--- config.mk ---
export PLATFORM = sky130hd
export DESIGN_NAME = mem_wb_skid_stage
export DESIGN_NICKNAME = d
export VERILOG_FILES = /design/src/rtl/mem_wb_skid_stage.sv
export SDC_FILE = /design/constraint.sdc
export NUM_CORES = 1
export LEC_CHECK = 0
export CORE_ASPECT_RATIO = 1.4
export CORE_MARGIN = 4
export CORE_UTILIZATION = 35
export CTS_CLUSTER_SIZE = 10
export DETAILED_ROUTE_END_ITERATION = 10
export SLEW_MARGIN = 20
export SYNTH_ARGS = -nofsm -noshare
export SYNTH_HDL_FRONTEND = slang
export SYNTH_SLANG_ARGS = --single-unit
export TNS_END_PERCENT = 20
--- constraint.sdc ---
create_clock -name clk -period 3.3 [get_ports clk]
set_clock_uncertainty 0.15 [all_clocks]
set_input_delay 0.99 -clock clk [delete_from_list [all_inputs] [get_ports clk]]
set_output_delay 0.99 -clock clk [all_outputs]
set_load 0.01 [all_outputs]
--- src/rtl/mem_wb_skid_stage.sv ---
// MEM/WB pipeline register with a one-entry skid buffer so in_ready can be registered.
// Also exposes the head entry as a writeback forwarding candidate.
module mem_wb_skid_stage #(
    parameter int ADDR_W       = 5,
    parameter int CTRL_W       = 8,
    parameter int DATA_W       = 32,
    parameter int REGWRITE_BIT = 0,
    parameter int MEMTOREG_BIT = 1
) (
    input  logic              clk,
    input  logic              rst_n,
    input  logic              in_valid,
    output logic              in_ready,
    input  logic [ADDR_W-1:0] in_reg_addr,
    input  logic [CTRL_W-1:0] in_control,
    input  logic [DATA_W-1:0] in_memdata,
    input  logic [DATA_W-1:0] in_regdata,
    input  logic              flush,
    output logic              out_valid,
    input  logic              out_ready,
    output logic [ADDR_W-1:0] out_reg_addr,
    output logic [CTRL_W-1:0] out_control,
    output logic [DATA_W-1:0] out_memdata,
    output logic [DATA_W-1:0] out_regdata,
    output logic              fwd_valid,
    output logic [ADDR_W-1:0] fwd_addr,
    output logic [DATA_W-1:0] fwd_data,
    output logic [1:0]        occupancy
);

    typedef enum logic [1:0] {
        EMPTY = 2'd0,
        ONE   = 2'd1,
        FULL  = 2'd2
    } state_t;

    typedef struct packed {
        logic [ADDR_W-1:0] addr;
        logic [CTRL_W-1:0] control;
        logic [DATA_W-1:0] memdata;
        logic [DATA_W-1:0] regdata;
    } entry_t;

    state_t state, state_next;
    entry_t head, skid, in_entry;
    logic   in_ready_q;
    logic   accept, fire;
    logic   load_head_in, load_head_skid, load_skid;

    assign in_entry = '{addr: in_reg_addr, control: in_control,
                        memdata: in_memdata, regdata: in_regdata};
    assign accept   = in_valid && in_ready_q;
    assign fire     = (state != EMPTY) && out_ready;

    // NOTE: every signal written here gets a default first so no latch is inferred.
    always_comb begin
        state_next     = state;
        load_head_in   = 1'b0;
        load_head_skid = 1'b0;
        load_skid      = 1'b0;
        unique case (state)
            EMPTY: begin
                if (accept) begin
                    state_next   = ONE;
                    load_head_in = 1'b1;
                end
            end
            ONE: begin
                if (accept && fire) begin
                    load_head_in = 1'b1;
                end else if (accept) begin
                    state_next = FULL;
                    load_skid  = 1'b1;
                end else if (fire) begin
                    state_next = EMPTY;
                end
            end
            FULL: begin
                if (fire) begin
                    state_next     = ONE;
                    load_head_skid = 1'b1;
                end
            end
            default: state_next = EMPTY;
        endcase
        // Flush drops both entries and any same-cycle accept; payload is left as-is.
        if (flush) begin
            state_next     = EMPTY;
            load_head_in   = 1'b0;
            load_head_skid = 1'b0;
            load_skid      = 1'b0;
        end
    end

    // NOTE: state and payload use non-blocking assignments so every register samples pre-edge values.
    always_ff @(posedge clk) begin
        if (!rst_n) begin
            state      <= EMPTY;
            in_ready_q <= 1'b1;
            // NOTE: payload is only two entries and must read as zero after reset, so it is reset too.
            head       <= '0;
            skid       <= '0;
        end else begin
            state      <= state_next;
            in_ready_q <= (state_next != FULL);
            if (load_head_in) begin
                head <= in_entry;
            end else if (load_head_skid) begin
                head <= skid;
            end
            if (load_skid) begin
                skid <= in_entry;
            end
        end
    end

    assign in_ready     = in_ready_q;
    assign out_valid    = (state != EMPTY);
    assign occupancy    = state;
    assign out_reg_addr = head.addr;
    assign out_control  = head.control;
    assign out_memdata  = head.memdata;
    assign out_regdata  = head.regdata;

    // Register zero is hardwired, so writes to it are never forwarded.
    assign fwd_valid = out_valid && head.control[REGWRITE_BIT] && (head.addr != '0);
    assign fwd_addr  = head.addr;
    assign fwd_data  = head.control[MEMTOREG_BIT] ? head.memdata : head.regdata;

endmodule

==> results of run 1 <==
critical path, delay by kind of cell, from the launching register on:
kind	cells	cell delay [ns]
muxes	1	0.35
buffers and inverters	2	0.76
DFF	1	0.46
registers in the layout, indices dropped and copies added (netlist names):
register	count
in_ready	1
out_regdata	32
out_memdata	32
out_control	8
occupancy	2
fwd_addr	5
skid	77
logic make-up (layout without fill, tap and decap cells):
group | count (synthesis) | after routing | synth area share (%)
compound gates | 234 | 234 | 22.22
mux | 34 | 34 | 5.745
flops | 157 | 157 | 47.47
simple gates | 323 | 323 | 18.99
buf+inv | 78 | 244 | 5.574
routing by layer:
metal  up-vias  track usage, %
met5         -               0
li1       3092               -
met2       133           31.45
met4         0           7.678
met3        28           4.091
met1      2905           20.55
metrics by stage:
stage	total power [mW]	instance area, um^2	cells
after global placement	2.709	8772	1204
after CTS	4.715	9374	1236
after detailed placement	2.714	8772	1204
final	4.655	9374	1236
after global routing	4.839	9374	1236
after floorplan	2.326	6621	826
final timing paths:
path	slack, ns	end	cells after the start	from
min	0.30	skid[72]$_SDFFE_PN0P_	2	skid[72]$_SDFFE_PN0P_
min reg2reg	0.30	skid[72]$_SDFFE_PN0P_	2	skid[72]$_SDFFE_PN0P_
max reg2reg	1.27	skid[19]$_SDFFE_PN0P_	5	occupancy[0]$_SDFF_PN0_
max	0.16	fwd_data[29]	3	out_control[1]$_SDFFE_PN0P_
synth_stat cells, drive strengths merged:
cell    instances  area [um^2]
o21ai          77        385.4
a21boi         77        578.1
mux2i           2        20.02
nor2b           1        6.260
buf            28        181.4
nor4b           1        15.01
dfxtp         157         3143
nor2            2        7.510
o21a            1        7.510
or4b            1        10.01
or3             2        12.51
or4             2        15.01
nand2b          1        6.260
nand2         310         1164
mux2           32        360.4
clkbuf         50        187.7
o211a           1        10.01
o22a            1        8.760
a31oi          77        481.7
nor3            2        15.01
or2             1        6.260
power breakdown:
| group | leakage [nW] | internal [mW] | switching [mW] |
|---|---|---|---|
| Combinational | 1.60 | 0.369 | 0.256 |
| Clock | 0.287 | 1.18 | 0.809 |
| Sequential | 1.28 | 1.97 | 0.0656 |
| Total | 3.17 | 3.52 | 1.13 |
final cells by class:
cell class / count / area share [%]
clock buffer: 21 / 5.019
timing repair buffer: 212 / 23.36
sequential: 157 / 33.54
clock inverter: 11 / 1.401
tap: 244 / 3.257
multi-input combinational: 591 / 33.42
==> PnR_summary.wiki, run 1 <==
{| class="wikitable"
! Metric !! Value
|-
| Leakage dissipation || 3.169 nW
|-
| Final worst slack || 0.1605 ns
|-
| Area growth from synthesis to layout || 41.57%
|-
| Worst setup path class || flip-flop to output pin
|-
| Overall Global Routing Usage || 17.75%
|-
| Syn avg cell area || 8.016 um^2
|-
| Proportion of synthesized chip area in sequential cells || 47.47%
|-
| Number of unique standard cell types used by synthesis || 25
|-
| Iteration count of the initial detailed-routing pass || 4
|-
| Count of hold-fix buffers inserted at cts || 0
|-
| Final setup viols || 0
|-
| Worst min-delay path category || flip-flop to flip-flop
|-
| Sort of element at the end of the critical path || output pin
|-
| Netlist Area Pre-Place || 6621 um^2
|-
| Slowest-stage cell, CP || clkdlybuf4s50_1
|-
| Highest routed metal layer || met4
|-
| Maximum Capacitance Violations || 0
|-
| TNS Setup || 0 ns
|-
| Slew headroom || 63.58%
|-
| Maximum level of the CTS H-tree || 4
|-
| Flip-flop and latch count after synthesis || 157
|-
| Detailed router's first-iteration violation count || 377
|-
| CTS Buf Count || 17
|-
| CTS tree || done
|-
| Crit path largest cell delay || 0.51 ns
|-
| Share of the core filled with cells in the final layout || 50.39%
|-
| Power Dens Cells || 496.6 nW/um^2
|-
| Number of clock sinks seen by CTS || 157
|-
| Fraction of the cycle the final worst path needs || 95.14%
|-
| Unrepaired setup endpoints after global routing || no
|-
| Synthesized net count || 908
|-
| Kind of launch point of the worst setup path || flip-flop
|-
| WP data arrival || 2.00 ns
|-
| Area inside the core boundary || 18600 um^2
|-
| Leading cell types in the layout, fill and taps excluded || 310 x nand2_1, 199 x clkdlybuf4s50_1, 156 x dfxtp_1, 77 x o21ai_0, 77 x a31oi_1
|-
| Measured slew at the worst slew-check pin || 0.5462 ns
|-
| Multi-input combinational cell area || 3133 um^2
|-
| Via total after detailed routing || 6158
|-
| FF+latch area || 3144 um^2
|-
| Maximum fanout encountered on the critical timing path || 27
|-
| Vias in the first global route || 5862
|-
| Post-CTS repair timing setup buffer count || 0
|-
| Met3 wire length || 822 um
|-
| Met2 WL post-DR || 9802 um
|-
| Worst path required time || 2.16 ns
|-
| Final Max Slew Viols || 0
|-
| Most frequent standard cell in the layout excluding fill and tap cells || nand2_1
|-
| Die boundary width || 124.2 um
|-
| Peak clock frequency supported by timing || 318.5 MHz
|-
| DRT antenna net count || 0
|-
| Total grt overflow || 0
|-
| Clock Root Buffer || clkbuf_16
|-
| Number of input and output port buffers inserted || 200
|-
| Detailed-route DRC error count || 0
|-
| Global-route wire length before repair || 30810 um
|-
| Minimum clock period || 3.140 ns
|-
| Post_cts resized || 0
|-
| Peak VDD IR || 0.2885 mV
|-
| Synthesized netlist cell count || 826
|-
| Weighted congestion at the end of routability-driven global placement || 0.7660
|-
| HPWL after detailed placement || 12210 um
|-
| Final hold violation count || 0
|-
| Dpl ws || 0.2585 ns
|-
| WL met1 || 8069 um
|-
| Initial core utilization || 35.59%
|-
| Die outline height || 170.7 um
|-
| Row count || 59
|-
| Clk slew on worst S/H paths || 0.06 ns
|-
| Source-to-sink clock delay at the later pin of the worst-skew pair || 0.41 ns
|-
| Number of nets in the layout || 1061
|-
| Mean number of vias per cell || 4.982
|-
| Buffer depth of the longest clock path || 2
|-
| Die area || 21210 um^2
|-
| Share of final-layout standard cells stronger than drive strength 1 || 8.367%
|-
| Cell-by-cell trace of the critical path || buf_12, mux2_2, clkdlybuf4s50_1
|-
| Pin count of the biggest net entering global routing || 78
|-
| Routed wirelength normalized by instance count || 15.59 um
|-
| Total of fill cells in the finished design || 1848
|-
| Aggregate routed wire length || 19270 um
|-
| Fin Hold WS || 0.3017 ns
|-
| Run status || completed
|-
| ANT cells || 0
|-
| Io pins || 201
|-
| Yosys warning count || 0
|-
| Number of antenna violations at the first check in global routing || 0
|}
(Power assumes the default switching activity.)
==> run 2, diff against run 1 <==
--- a/config.mk
+++ b/config.mk
@@ -5,6 +5,7 @@
 export SDC_FILE = /design/constraint.sdc
 export NUM_CORES = 1
 export LEC_CHECK = 0
+export ABC_CLOCK_PERIOD_IN_PS = 3300
 export CORE_ASPECT_RATIO = 1.4
 export CORE_MARGIN = 4
 export CORE_UTILIZATION = 35
==> results of run 2 <==
The final DEF is identical to that of run 1; final timing and power are the same.
==> run 3, diff against run 2 <==
--- a/config.mk
+++ b/config.mk
@@ -6,11 +6,14 @@
 export NUM_CORES = 1
 export LEC_CHECK = 0
 export ABC_CLOCK_PERIOD_IN_PS = 3300
+export CELL_PAD_IN_SITES_DETAIL_PLACEMENT = 1
+export CELL_PAD_IN_SITES_GLOBAL_PLACEMENT = 1
 export CORE_ASPECT_RATIO = 1.4
-export CORE_MARGIN = 4
+export CORE_MARGIN = 2
 export CORE_UTILIZATION = 35
 export CTS_CLUSTER_SIZE = 10
 export DETAILED_ROUTE_END_ITERATION = 10
+export PLACE_DENSITY_LB_ADDON = 0.1
 export SLEW_MARGIN = 20
 export SYNTH_ARGS = -nofsm -noshare
 export SYNTH_HDL_FRONTEND = slang
==> run 3 against run 2 <==
Effect of this change:
- sequential share of layout area down 0.20 points
- via count up 2.2%
- clock power up 4%
- global-route usage up 3.4 points
- critical path depth unchanged
- design area up 0.61%
- setup slack better by 0.0087 ns
- core utilization up 0.31 points
- largest cell class unchanged
==> PnR_summary.wiki, run 3 (same netlist as run 1, synthesis figures left out) <==
{| class="wikitable"
! Metric !! Value
|-
| Run status || completed
|-
| Switching power of the nets || 1.161 mW
|-
| Peak clock frequency supported by timing || 319.4 MHz
|-
| CTS tree || done
|-
| Number of nets in the layout || 1065
|-
| HPWL after detailed placement || 13410 um
|-
| Worst min-delay path category || flip-flop to flip-flop
|-
| Number of clock sinks seen by CTS || 157
|-
| Slew headroom || 63.91%
|-
| Kind of launch point of the worst setup path || flip-flop
|-
| Worst path required time || 2.16 ns
|-
| Number of antenna violations at the first check in global routing || 0
|-
| Minimum clock period || 3.131 ns
|-
| Initial core utilization || 35.59%
|-
| Count of hold-fix buffers inserted at cts || 0
|-
| Fraction of the cycle the final worst path needs || 94.88%
|-
| Leakage dissipation || 3.199 nW
|-
| DRT antenna net count || 0
|-
| Post_cts resized || 0
|-
| Startpoint of the worst register-to-register path || occupancy[0]$_SDFF_PN0_
|-
| Peak VDD IR || 0.3689 mV
|-
| Cell-by-cell trace of the critical path || or4_1, o211a_1, clkdlybuf4s50_1
|-
| Family with the most delay on the worst path || simple AND/OR/NAND/NOR gates
|-
| Weighted congestion at the end of routability-driven global placement || 0.7453
|-
| Vias in the first global route || 6395
|-
| Power Dens Cells || 501.6 nW/um^2
|-
| Io pins || 201
|-
| Post-CTS repair timing setup buffer count || 0
|-
| Final Max Slew Viols || 0
|-
| Endpoint of the worst-slack reg-to-reg timing path || out_memdata[15]$_SDFFE_PN0P_
|-
| Die boundary width || 120.2 um
|-
| Sort of element at the end of the critical path || output pin
|-
| CTS Buf Count || 17
|-
| Maximum level of the CTS H-tree || 4
|-
| Clock Root Buffer || clkbuf_16
|-
| Pin count of the biggest net entering global routing || 78
|-
| Portion of total power attributed to the clock network || 43.6%
|-
| Maximum Capacitance Violations || 0
|-
| Routed wirelength normalized by instance count || 16.81 um
|-
| TNS Setup || 0 ns
|-
| Fin Hold WS || 0.3040 ns
|-
| Leading cell types in the layout, fill and taps excluded || 310 x nand2_1, 199 x clkdlybuf4s50_1, 156 x dfxtp_1, 77 x o21ai_0, 77 x a31oi_1
|-
| Worst Hold Launch || skid[62]$_SDFFE_PN0P_
|-
| Reg-to-reg slack, setup || 1.20 ns
|-
| Measured slew at the worst slew-check pin || 0.5414 ns
|-
| Share of final-layout standard cells stronger than drive strength 1 || 8.835%
|-
| Global-route wire length before repair || 33910 um
|-
| Maximum fanout encountered on the critical timing path || 4
|-
| Crit path largest cell delay || 0.53 ns
|-
| Flop pwr share || 43.1%
|-
| Total grt overflow || 0
|-
| Count of buffer and inverter cells on the critical path || 1
|-
| Slowest-stage cell, CP || or4_1
|-
| Combinational share of power || 13.4%
|-
| Hold worst-path end || skid[62]$_SDFFE_PN0P_
|-
| Detailed-route DRC error count || 0
|-
| Via total after detailed routing || 6291
|-
| Area growth from synthesis to layout || 42.44%
|-
| Mean number of vias per cell || 5.073
|-
| Aggregate routed wire length || 20840 um
|-
| Worst setup path class || flip-flop to output pin
|-
| Die outline height || 166.7 um
|-
| Net switching share of the total power || 24.55%
|-
| WP data arrival || 1.99 ns
|-
| Top reg by flops || skid
|-
| Source-to-sink clock delay at the later pin of the worst-skew pair || 0.43 ns
|-
| Internal Power || 3.570 mW
|-
| Clk slew on worst S/H paths || 0.07 ns
|-
| Most frequent standard cell in the layout excluding fill and tap cells || nand2_1
|-
| ANT cells || 0
|-
| Flip-flop count of the largest register after layout || 77
|-
| Final hold violation count || 0
|-
| Total power || 4.731 mW
|-
| Row count || 59
|-
| Die area || 20050 um^2
|-
| Area inside the core boundary || 18600 um^2
|-
| Hold Path Stages || 2
|-
| Cell depth of the worst flop-to-flop path || 5
|-
| Buffer depth of the longest clock path || 2
|-
| Final setup viols || 0
|-
| Unrepaired setup endpoints after global routing || no
|-
| Iteration count of the initial detailed-routing pass || 4
|-
| Detailed router's first-iteration violation count || 289
|-
| Overall Global Routing Usage || 21.13%
|-
| Number of input and output port buffers inserted || 200
|}
-- run 3: worst reg2reg max path: cells and delay by family (launching register included) --
family	cells	cell delay (ns)
compound gates	2	0.33
buf+inv	1	0.25
simple gates	2	0.84
flops	1	0.39
-- run 3: power by group through the flow --
stage	Combinational, mW	Sequential, mW	Clock (mW)
5_1_grt	0.684	2.05	2.18
6_report	0.632	2.04	2.06
3_3_place_gp	0.627	2.08	0
4_1_cts	0.640	2.04	2.09
3_5_place_dp	0.635	2.08	0
2_1_floorplan	0.236	2.09	0
-- run 3: area by class of cell --
cell class	count	area, um^2
Fill cell	2207	9171
Sequential cell	157	3144
Clock buffer	19	452.9
Clock inverter	13	163.9
Timing Repair Buffer	216	2232
Tap cell	244	305.3
Multi-Input combinational cell	591	3133
-- run 3: how the worst max path moves through the flow --
stage | start | end | slack, ns | depth (start not counted)
final | fwd_addr[0]$_SDFFE_PN0P_ | fwd_valid | 0.17 | 3
after CTS | fwd_addr[1]$_SDFFE_PN0P_ | fwd_valid | 0.15 | 3
after global routing | fwd_addr[1]$_SDFFE_PN0P_ | fwd_valid | 0.13 | 3
after floorplan | out_control[1]$_SDFFE_PN0P_ | fwd_data[10] | 0.83 | 3
after global placement | out_ready | out_memdata[22]$_SDFFE_PN0P_ | 0.25 | 6
after detailed placement | out_ready | out_memdata[14]$_SDFFE_PN0P_ | 0.18 | 6
-- run 3: routing by layer --
layer / wire length (um) / global-route usage [%]
met1: 9131 / 25.21
met4: 291 / 6.775
met3: 781 / 4.315
met2: 10640 / 37.65
met5: 0 / 0
-- run 3: per-stage QoR --
stage | utilization (%) | setup slack (ns) | cell area (um^2) | std cells
2_1_floorplan | - | 0.8317 | 6621 | 826
3_3_place_gp | 47.38 | 0.2500 | 8815 | 1208
3_5_place_dp | 47.38 | 0.1809 | 8815 | 1208
4_1_cts | 50.70 | 0.1508 | 9432 | 1240
5_1_grt | 50.70 | 0.1290 | 9432 | 1240
6_report | 50.70 | 0.1691 | 9432 | 1240
